## src/rtl/mult_pkg.sv

```systemverilog
// Shared constants and FSM state type for the 8-bit Wallace multiplier MAC slice.
package mult_pkg;

  localparam int MULT_W    = 8;
  localparam int MAC_LEN_W = 4;

  typedef enum logic [1:0] {
    MAC_IDLE  = 2'd0,
    MAC_ACCUM = 2'd1,
    MAC_DRAIN = 2'd2,
    MAC_DONE  = 2'd3
  } mac_state_t;

endpackage

```

## src/rtl/wallace_unsigned_multiplier_CLA_Reduced_8.sv

```systemverilog
// Combinational 8x8 unsigned multiplier: carry-save (Wallace) reduction of the
// partial-product rows, then a 16-bit adder built from 4-bit lookahead blocks.
module wallace_unsigned_multiplier_CLA_Reduced_8 (
  input  logic [7:0]  a,
  input  logic [7:0]  b,
  output logic [15:0] p
);

  // 3:2 compressor on whole rows; returns {carry_row, sum_row}, truncated to 16 bits.
  function automatic logic [31:0] csa(input logic [15:0] x, input logic [15:0] y,
                                      input logic [15:0] z);
    logic [15:0] maj;
    maj = (x & y) | (x & z) | (y & z);
    return {maj << 1, x ^ y ^ z};
  endfunction

  // Block generate/propagate of a 4-bit slice, returned as {G, P}.
  function automatic logic [1:0] gp4(input logic [3:0] x, input logic [3:0] y);
    logic [3:0] g;
    logic [3:0] pr;
    g  = x & y;
    pr = x ^ y;
    return {g[3] | (pr[3] & g[2]) | (pr[3] & pr[2] & g[1]) | (pr[3] & pr[2] & pr[1] & g[0]),
            &pr};
  endfunction

  // 4-bit sum with fully expanded internal carries.
  function automatic logic [3:0] sum4(input logic [3:0] x, input logic [3:0] y,
                                      input logic ci);
    logic [3:0] g;
    logic [3:0] pr;
    logic [3:0] c;
    g    = x & y;
    pr   = x ^ y;
    c[0] = ci;
    c[1] = g[0] | (pr[0] & ci);
    c[2] = g[1] | (pr[1] & g[0]) | (pr[1] & pr[0] & ci);
    c[3] = g[2] | (pr[2] & g[1]) | (pr[2] & pr[1] & g[0]) | (pr[2] & pr[1] & pr[0] & ci);
    return pr ^ c;
  endfunction

  logic [7:0][15:0] pp_s;
  logic [5:0][15:0] l1_s;
  logic [3:0][15:0] l2_s;
  logic [2:0][15:0] l3_s;
  logic [1:0][15:0] l4_s;
  logic [1:0]       gp0_s, gp1_s, gp2_s;
  logic             c1_s, c2_s, c3_s;

  // Shifted partial-product rows.
  always_comb begin
    pp_s = '0;
    for (int i = 0; i < 8; i++) begin
      pp_s[i] = {8'b0, a & {8{b[i]}}} << i;
    end
  end

  // 8 -> 6 -> 4 -> 3 -> 2 rows; the final carry-out is dropped since the product fits 16 bits.
  assign l1_s[1:0] = csa(pp_s[0], pp_s[1], pp_s[2]);
  assign l1_s[3:2] = csa(pp_s[3], pp_s[4], pp_s[5]);
  assign l1_s[4]   = pp_s[6];
  assign l1_s[5]   = pp_s[7];
  assign l2_s[1:0] = csa(l1_s[0], l1_s[1], l1_s[2]);
  assign l2_s[3:2] = csa(l1_s[3], l1_s[4], l1_s[5]);
  assign l3_s[1:0] = csa(l2_s[0], l2_s[1], l2_s[2]);
  assign l3_s[2]   = l2_s[3];
  assign l4_s[1:0] = csa(l3_s[0], l3_s[1], l3_s[2]);

  assign gp0_s = gp4(l4_s[0][3:0],  l4_s[1][3:0]);
  assign gp1_s = gp4(l4_s[0][7:4],  l4_s[1][7:4]);
  assign gp2_s = gp4(l4_s[0][11:8], l4_s[1][11:8]);
  assign c1_s  = gp0_s[1];
  assign c2_s  = gp1_s[1] | (gp1_s[0] & gp0_s[1]);
  assign c3_s  = gp2_s[1] | (gp2_s[0] & gp1_s[1]) | (gp2_s[0] & gp1_s[0] & gp0_s[1]);

  assign p = {sum4(l4_s[0][15:12], l4_s[1][15:12], c3_s),
              sum4(l4_s[0][11:8],  l4_s[1][11:8],  c2_s),
              sum4(l4_s[0][7:4],   l4_s[1][7:4],   c1_s),
              sum4(l4_s[0][3:0],   l4_s[1][3:0],   1'b0)};

endmodule

```

## src/rtl/wallace_mac_8.sv

```systemverilog
// Streaming dot-product stage: operand register -> Wallace multiplier -> product
// register -> 20-bit accumulator, with valid/ready on both sides.
module wallace_mac_8
  import mult_pkg::*;
#(
  parameter int WIDTH = MULT_W,
  parameter int LEN_W = MAC_LEN_W,
  parameter int ACC_W = 2*WIDTH + LEN_W
) (
  input  logic               clk,
  input  logic               rst,
  input  logic               start,
  input  logic [LEN_W-1:0]   len,
  input  logic               in_valid,
  output logic               in_ready,
  input  logic [WIDTH-1:0]   a,
  input  logic [WIDTH-1:0]   b,
  output logic               out_valid,
  input  logic               out_ready,
  output logic [ACC_W-1:0]   sum,
  output logic               busy
);

  mac_state_t         state_r, state_nxt_s;
  logic [LEN_W-1:0]   remaining_r;
  logic [WIDTH-1:0]   op_a_r, op_b_r;
  logic               op_vld_r;
  logic [2*WIDTH-1:0] mult_p_s, prod_r;
  logic               prod_vld_r;
  logic [ACC_W-1:0]   acc_r;
  logic               in_ready_r, out_valid_r, busy_r;
  logic               accept_s, start_go_s;

  assign accept_s   = in_valid & in_ready_r;
  assign start_go_s = (state_r == MAC_IDLE) & start;

  wallace_unsigned_multiplier_CLA_Reduced_8 u_mult (
    .a (op_a_r),
    .b (op_b_r),
    .p (mult_p_s)
  );

  // Next-state decode.
  always_comb begin
    state_nxt_s = state_r;
    case (state_r)
      MAC_IDLE: begin
        if (start) state_nxt_s = (len != '0) ? MAC_ACCUM : MAC_DONE;
        else       state_nxt_s = MAC_IDLE;
      end
      MAC_ACCUM: begin
        if (accept_s && (remaining_r == LEN_W'(1))) state_nxt_s = MAC_DRAIN;
        else                                         state_nxt_s = MAC_ACCUM;
      end
      // The last product is in prod_r with nothing behind it: it lands in acc this edge.
      MAC_DRAIN: begin
        if (!op_vld_r && prod_vld_r) state_nxt_s = MAC_DONE;
        else                         state_nxt_s = MAC_DRAIN;
      end
      MAC_DONE: begin
        if (out_valid_r && out_ready) state_nxt_s = MAC_IDLE;
        else                          state_nxt_s = MAC_DONE;
      end
      default: state_nxt_s = MAC_IDLE;
    endcase
  end

  // FSM state, registered status outputs and pair countdown.
  always_ff @(posedge clk or posedge rst) begin
    if (rst) begin
      state_r     <= MAC_IDLE;
      in_ready_r  <= 1'b0;
      out_valid_r <= 1'b0;
      busy_r      <= 1'b0;
      remaining_r <= '0;
    end else begin
      state_r     <= state_nxt_s;
      in_ready_r  <= (state_nxt_s == MAC_ACCUM);
      out_valid_r <= (state_nxt_s == MAC_DONE);
      busy_r      <= (state_nxt_s != MAC_IDLE);
      if (start_go_s)    remaining_r <= len;
      else if (accept_s) remaining_r <= remaining_r - LEN_W'(1);
      else               remaining_r <= remaining_r;
    end
  end

  // Operand/product pipeline and accumulator; runs in every state.
  always_ff @(posedge clk or posedge rst) begin
    if (rst) begin
      op_a_r     <= '0;
      op_b_r     <= '0;
      op_vld_r   <= 1'b0;
      prod_r     <= '0;
      prod_vld_r <= 1'b0;
      acc_r      <= '0;
    end else begin
      if (accept_s) begin
        op_a_r   <= a;
        op_b_r   <= b;
        op_vld_r <= 1'b1;
      end else begin
        op_vld_r <= 1'b0;
      end
      prod_r     <= mult_p_s;
      prod_vld_r <= op_vld_r;
      if (start_go_s)      acc_r <= '0;
      else if (prod_vld_r) acc_r <= acc_r + {{(ACC_W-2*WIDTH){1'b0}}, prod_r};
      else                 acc_r <= acc_r;
    end
  end

  assign in_ready  = in_ready_r;
  assign out_valid = out_valid_r;
  assign busy      = busy_r;
  assign sum       = acc_r;

endmodule

```

## config.mk

```make
export PLATFORM = sky130hd
export DESIGN_NAME = wallace_mac_8
export DESIGN_NICKNAME = d
export VERILOG_FILES = /design/src/rtl/mult_pkg.sv /design/src/rtl/wallace_unsigned_multiplier_CLA_Reduced_8.sv /design/src/rtl/wallace_mac_8.sv
export SDC_FILE = /design/constraint.sdc
export NUM_CORES = 1
export LEC_CHECK = 0
export BUFFER_PORTS_ARGS = -buffer_cell sky130_fd_sc_hd__buf_2
export CAP_MARGIN = 30
export CORE_MARGIN = 2
export CORE_UTILIZATION = 30
export DETAILED_ROUTE_END_ITERATION = 10
export GPL_ROUTABILITY_DRIVEN = 0
export PLACE_DENSITY = 0.52
export SKIP_LAST_GASP = 1
export SLEW_MARGIN = 20
export SYNTH_ARGS = -nofsm -noshare
export SYNTH_HDL_FRONTEND = slang
export SYNTH_SLANG_ARGS = --single-unit
```

## constraint.sdc

```tcl
create_clock -name clk -period 10.14 [get_ports clk]
set_input_delay 0.507 -clock clk [delete_from_list [all_inputs] [get_ports clk]]
set_output_delay 0.507 -clock clk [all_outputs]
set_load 0.03 [all_outputs]
```

**Word level (Yosys, flattened, before mapping)**

Cells that the tools add are included.

- Bits in registers: 63
- Logic and storage cells: 188

- Add/subtract/negate cells: 2
- Equality and inequality tests: 6
- Mux-type cells: 11
- Bitwise operators: 147
- Reductions and logical operators: 11

Operators by type and width:

| cell | number |
|---|---|
| $and A15 B15 Y15 | 10 |
| $or A15 B15 Y15 | 10 |
| $xor A16 B16 Y16 | 6 |
| $and A8 B8 Y8 | 8 |
| $and A1 B1 Y1 | 52 |
| $mux W20 | 2 |
| $or A1 B1 Y1 | 33 |
| $xor A4 B4 Y4 | 8 |
| $add A20 B16 Y20 | 1 |
| $xor A16 B14 Y16 | 1 |
| $xor A16 B15 Y16 | 1 |
| $and A14 B15 Y15 | 1 |
| $and A15 B14 Y15 | 1 |
| $or A15 B10 Y15 | 1 |
| $or A15 B13 Y15 | 1 |
| $and A11 B13 Y13 | 1 |
| $and A12 B13 Y13 | 1 |
| $xor A12 B13 Y13 | 1 |
| $and A11 B12 Y12 | 1 |
| $and A4 B4 Y4 | 3 |
| $xor A11 B12 Y12 | 1 |
| $and A8 B10 Y10 | 1 |
| $and A9 B10 Y10 | 1 |
| $xor A9 B10 Y10 | 1 |
| other kinds (17) | 30 |

**Depth between registers and ports, before layout**

- Depth in word-level cells: 24
- Depth in mapped cells: 17
- Mapped depth without buffers: 16

**Cells and area by module**

From an unflattened synthesis, not the netlist that was laid out.

- Cells, all modules: 482
- Area total of the unflattened synthesis: 4,963.5 µm²

Modules (own cells, without submodules):

| module | instances | cells an instance | area an instance (µm²) |
|---|---|---|---|
| wallace_mac_8 | 1 | 285 | 3,135.5 |
| wallace_unsigned_multiplier_CLA_Reduced_8 | 1 | 197 | 1,828.0 |

**Worst setup path after synthesis**

OpenSTA, ideal clock, no wires.

- Path type: register to register
- From: register op_a_r[1]
- To: register prod_r[13]
- Library setup time: 124 ps
- Data arrival time: 4,494 ps
- Path slack: 5,522 ps
- Stages on the path, launching flop included: 17
- Path buffers: 0
- Period minus slack after synthesis: 4,618 ps
- Cells stage by stage: dfrtp_1 and2_1 fa_1 inv_1 fa_1 inv_1 fa_1 ha_1 ha_1 a21o_1 a21o_1 a21o_1 a21o_1 a21o_1 a21o_1 fa_1 xor2_1

- Cells in the longest elaborated chain, start to end: 24

RTL lines:

| what | RTL line | text |
|---|---|---|
| start, declared | wallace_mac_8.sv:26 | `logic [WIDTH-1:0] op_a_r, op_b_r;` |
| start signal, assigned | wallace_mac_8.sv:90 | `op_a_r <= '0;` |
| start signal, assigned | wallace_mac_8.sv:98 | `op_a_r <= a;` |
| $and A8 B8 Y8 | wallace_unsigned_multiplier_CLA_Reduced_8.sv:54 | `pp_s[i] = {8'b0, a & {8{b[i]}}} << i;` |
| $and A8 B10 Y10 / $and A8 B9 Y9 (equally long branches) | wallace_unsigned_multiplier_CLA_Reduced_8.sv:13 | `maj = (x & y) \| (x & z) \| (y & z);` |
| $or A15 B15 Y15 | wallace_unsigned_multiplier_CLA_Reduced_8.sv:13 |  |
| $or A15 B10 Y15 | wallace_unsigned_multiplier_CLA_Reduced_8.sv:13 |  |
| $and A15 B15 Y15 | wallace_unsigned_multiplier_CLA_Reduced_8.sv:13 |  |
| $or A15 B15 Y15 (2 in series) | wallace_unsigned_multiplier_CLA_Reduced_8.sv:13 |  |
| $and A15 B15 Y15 | wallace_unsigned_multiplier_CLA_Reduced_8.sv:13 |  |
| $or A15 B15 Y15 (2 in series) | wallace_unsigned_multiplier_CLA_Reduced_8.sv:13 |  |
| [... 7 more ...] | - |  |
| $or A1 B1 Y1 | wallace_unsigned_multiplier_CLA_Reduced_8.sv:23 | `return {g[3] \| (pr[3] & g[2]) \| (pr[3] & pr[2] & g[1]) \| (pr[3] & pr[2] & pr[1] & g[0]),` |
| $and A1 B1 Y1 | wallace_unsigned_multiplier_CLA_Reduced_8.sv:74 | `assign c3_s = gp2_s[1] \| (gp2_s[0] & gp1_s[1]) \| (gp2_s[0] & gp1_s[0] & gp0_s[1]);` |
| $or A1 B1 Y1 | wallace_unsigned_multiplier_CLA_Reduced_8.sv:74 |  |
| $or A1 B1 Y1 * | wallace_unsigned_multiplier_CLA_Reduced_8.sv:74 |  |
| $and A1 B1 Y1 * | wallace_unsigned_multiplier_CLA_Reduced_8.sv:36 | `c[1] = g[0] \| (pr[0] & ci);` |
| $or A1 B1 Y1 * | wallace_unsigned_multiplier_CLA_Reduced_8.sv:36 |  |
| $xor A4 B4 Y4 * | wallace_unsigned_multiplier_CLA_Reduced_8.sv:39 | `return pr ^ c;` |
| named net mult_p_s[13] | wallace_mac_8.sv:28 | `logic [2*WIDTH-1:0] mult_p_s, prod_r;` |
| end signal, assigned | wallace_mac_8.sv:104 | `prod_r <= mult_p_s;` |
| end, declared | wallace_mac_8.sv:28 |  |

Mark *: on every way through the listed nets, which the timed path passes. The rest lies on a longest branch.
A chain may end at the register's enable or synchronous reset.

**Worst setup path after layout**

Ends and elaborated chain as after synthesis.

==> results_dict.tcl <==
set metrics [dict create \
    cts_resized 0 \
    vias 3518 \
    grt_pass1_vias 3853 \
    max_freq_mhz 207 \
    ant_nets 0 \
    drt-initial-drc-count 188 \
    die_area_mm2 0.0177 \
    ys_async_sr_fraction 1.00 \
    crit_arrival_ps 5060 \
    crit_type "reg -> reg" \
    crit_top_cell "a21o_1" \
    diodes 0 \
    grt_pass1_wl_um 18300 \
    cts_hold_buf 0 \
    fin_setup_tns_ps 0 \
    crit_fanout 9 \
    synth_area_leaders "dfrtp_1 (31%), fa_1 (17%), ha_1 (11%)" \
    insertion_delay_ps 340 \
    ctsLongestPathBuffers 2 \
    syn_nets 598 \
    rsz0062_at_grt "false" \
    die_x_um 133 \
    wl_per_cell_um 13.3 \
    nets 647 \
    yosysSeqAreaShare 0.315 \
    cts.reportedPaths.clkPinSlew_ps 60 \
    cp-end-kind "flop" \
    htree_levels 3 \
    cts_tree "yes" \
    cts_made_buffers 9 \
    synth_seq_cells 63 \
    netlist_area_mm2 0.00501 \
    setup_viol_count_final 0 \
    layout-drive-gt1-share 0.172 \
    worst_pin_slew_ps 801 \
    holdPathStages 0 \
    yosys-top-cells-count "dfrtp_1 (63), and2_1 (50), inv_1 (45)" \
    crit_path_top_delay_cell "fa_1" \
    synthMostInstantiatedCell "dfrtp_1" \
    drv_slew 0 \
    die_y_um 133 \
    port-buffer-count 47 \
    relSlewSlack 0.466 \
    cpPeakStageDelay_ps 540 \
    avgViaCountPerCell 4.62 \
    grt_max_degree 64 \
    startpoint_type "flop" \
    route.detailed.drc 0 \
    path_cells "and2_1 > fa_1 > inv_1 > fa_1 > inv_1 > fa_1 > ha_1 > ha_1 > a21o_1 > a21o_1 > a21o_1 > a21o_1 > a21o_1 > a21o_1 > fa_1 > xor2_1" \
    required_ps 10360 \
    post-route-period-util 0.477 \
    syn_area_per_cell_um2 10.3 \
    dr.pass1.iters 4 \
    finClkSkew_ps 10.3 \
    grt_usage 0.128 \
    rows 47 \
    outcome "complete, no violations" \
    syn_to_final_growth_pct 15.6 \
    post-synth-top-area-cell "dfrtp_1" \
    cts.sinks 63 \
    period_needed_ps 4840 \
    drv_cap 0 \
    reg2reg_depth 16 \
    grt_overflow 0 \
    syn_inst 488 \
    ios 48 \
    min_path_type "reg -> reg" \
    ys.flop_type "dfrtp_1" \
    initial_core_util 0.304 \
    cts-root-buf "clkbuf_16" \
    n_fill_cell 1702 \
    core_area_mm2 0.0165 \
    antenna_found_initial 0 \
    synth_edf_count 0 \
    synth_top_area_frac 0.315 \
    hpwl_um 7860 \
    wl_um 10100 \
    yosys.cell_types.count 53 \
    finalHoldViolCount 0 \
    cts_setup_buffers 0 \
    ys_warn_count 0 \
]
==> cells in the final DEF, fill, tap and decap left out, types with 3 or more instances in the layout <==
master / instances
o211ai_1: 5
nand3_1: 8
nor3_1: 5
nor2b_1: 3
mux2i_1: 10
and2_1: 50
inv_1: 44
ha_1: 43
a21o_1: 12
dfrtp_1: 63
nor3b_1: 5
clkinv_2: 3
xor2_1: 7
nor2_1: 21
buf_4: 3
o21ai_0: 19
o21a_1: 4
a211oi_1: 6
xnor2_1: 8
clkbuf_16: 9
buf_2: 47
nand2b_1: 5
mux2_2: 16
and3_2: 3
or3_1: 4
nand2_1: 38
a21oi_1: 19
fa_1: 42
o21ai_1: 3
==> final cells by class <==
cell class | count | area [um2] | share of cell area
well taps | 220 | 275 | 0.0475
inverters | 45 | 169 | 0.0292
multi-input cells | 367 | 3200 | 0.552
repair buffers | 51 | 273 | 0.0471
clock inverters | 6 | 60.1 | 0.0104
clock buffers | 10 | 239 | 0.0413
flip-flops and latches | 63 | 1580 | 0.272
==> sequential cells by signal, indices dropped and copies added (netlist names) <==
name         cells
sum             20
prod_r          16
op_a_r           8
op_b_r           8
remaining_r      4
state_r          2
busy             1
in_ready         1
op_vld_r         1
out_valid        1
prod_vld_r       1
==> worst paths after layout <==
path	from	slack, ps	endpoint
worst max-delay path	op_a_r[1]	5300	prod_r[13]
min in group asynchronous	rst	410	sum[0]
max in group asynchronous	rst	9210	remaining_r[1]
worst max register to register	op_a_r[1]	5300	prod_r[13]
worst min-delay path	op_vld_r	370	prod_vld_r
worst min register to register	op_vld_r	370	prod_vld_r
==> kinds of logic (layout without fill, tap and decap cells) <==
kind of cell,after synthesis,after routing,synth area share
AO/OA/AOI/OAI,88,88,0.119
XOR/XNOR,15,15,0.0262
adder cells (fa/ha/maj),85,85,0.275
buffers and inverters,58,112,0.0465
flip-flops,63,63,0.315
multiplexers,26,26,0.0560
AND/OR/NAND/NOR,153,153,0.162
==> critical path: cells and delay by family, from the launching register on <==
kind | cells | cell delay, ps
DFF | 1 | 460
AOI/OAI and AO/OA | 6 | 1130
adders and majority gates | 6 | 2640
and+or+nand+nor | 1 | 220
buffers and inverters | 2 | 110
xor gates and xnor gates | 1 | 180
==> per-layer routing <==
metal,share of wire,up-vias,track usage
li1,-,1767,-
met5,0,-,0
met3,0.038,8,0.0339
met4,0.010,0,0.0372
met2,0.47,53,0.214
met1,0.48,1690,0.163
==> per-stage QoR <==
step                      instances  hold slack, ps  setup slack, ps  utilization  area [um2]
final                           762             371             5300        0.352        5790
after global routing            762             385             5060        0.352        5790
after CTS                       761             378             5270        0.351        5780
after detailed placement        745             370             5260        0.333        5480
after global placement          745             371             5380        0.333        5480
after floorplan                 488             355             5520            -        5010
Power is not shown: default switching activity piles up to over one toggle a cycle in this logic, so the estimate is an artifact.
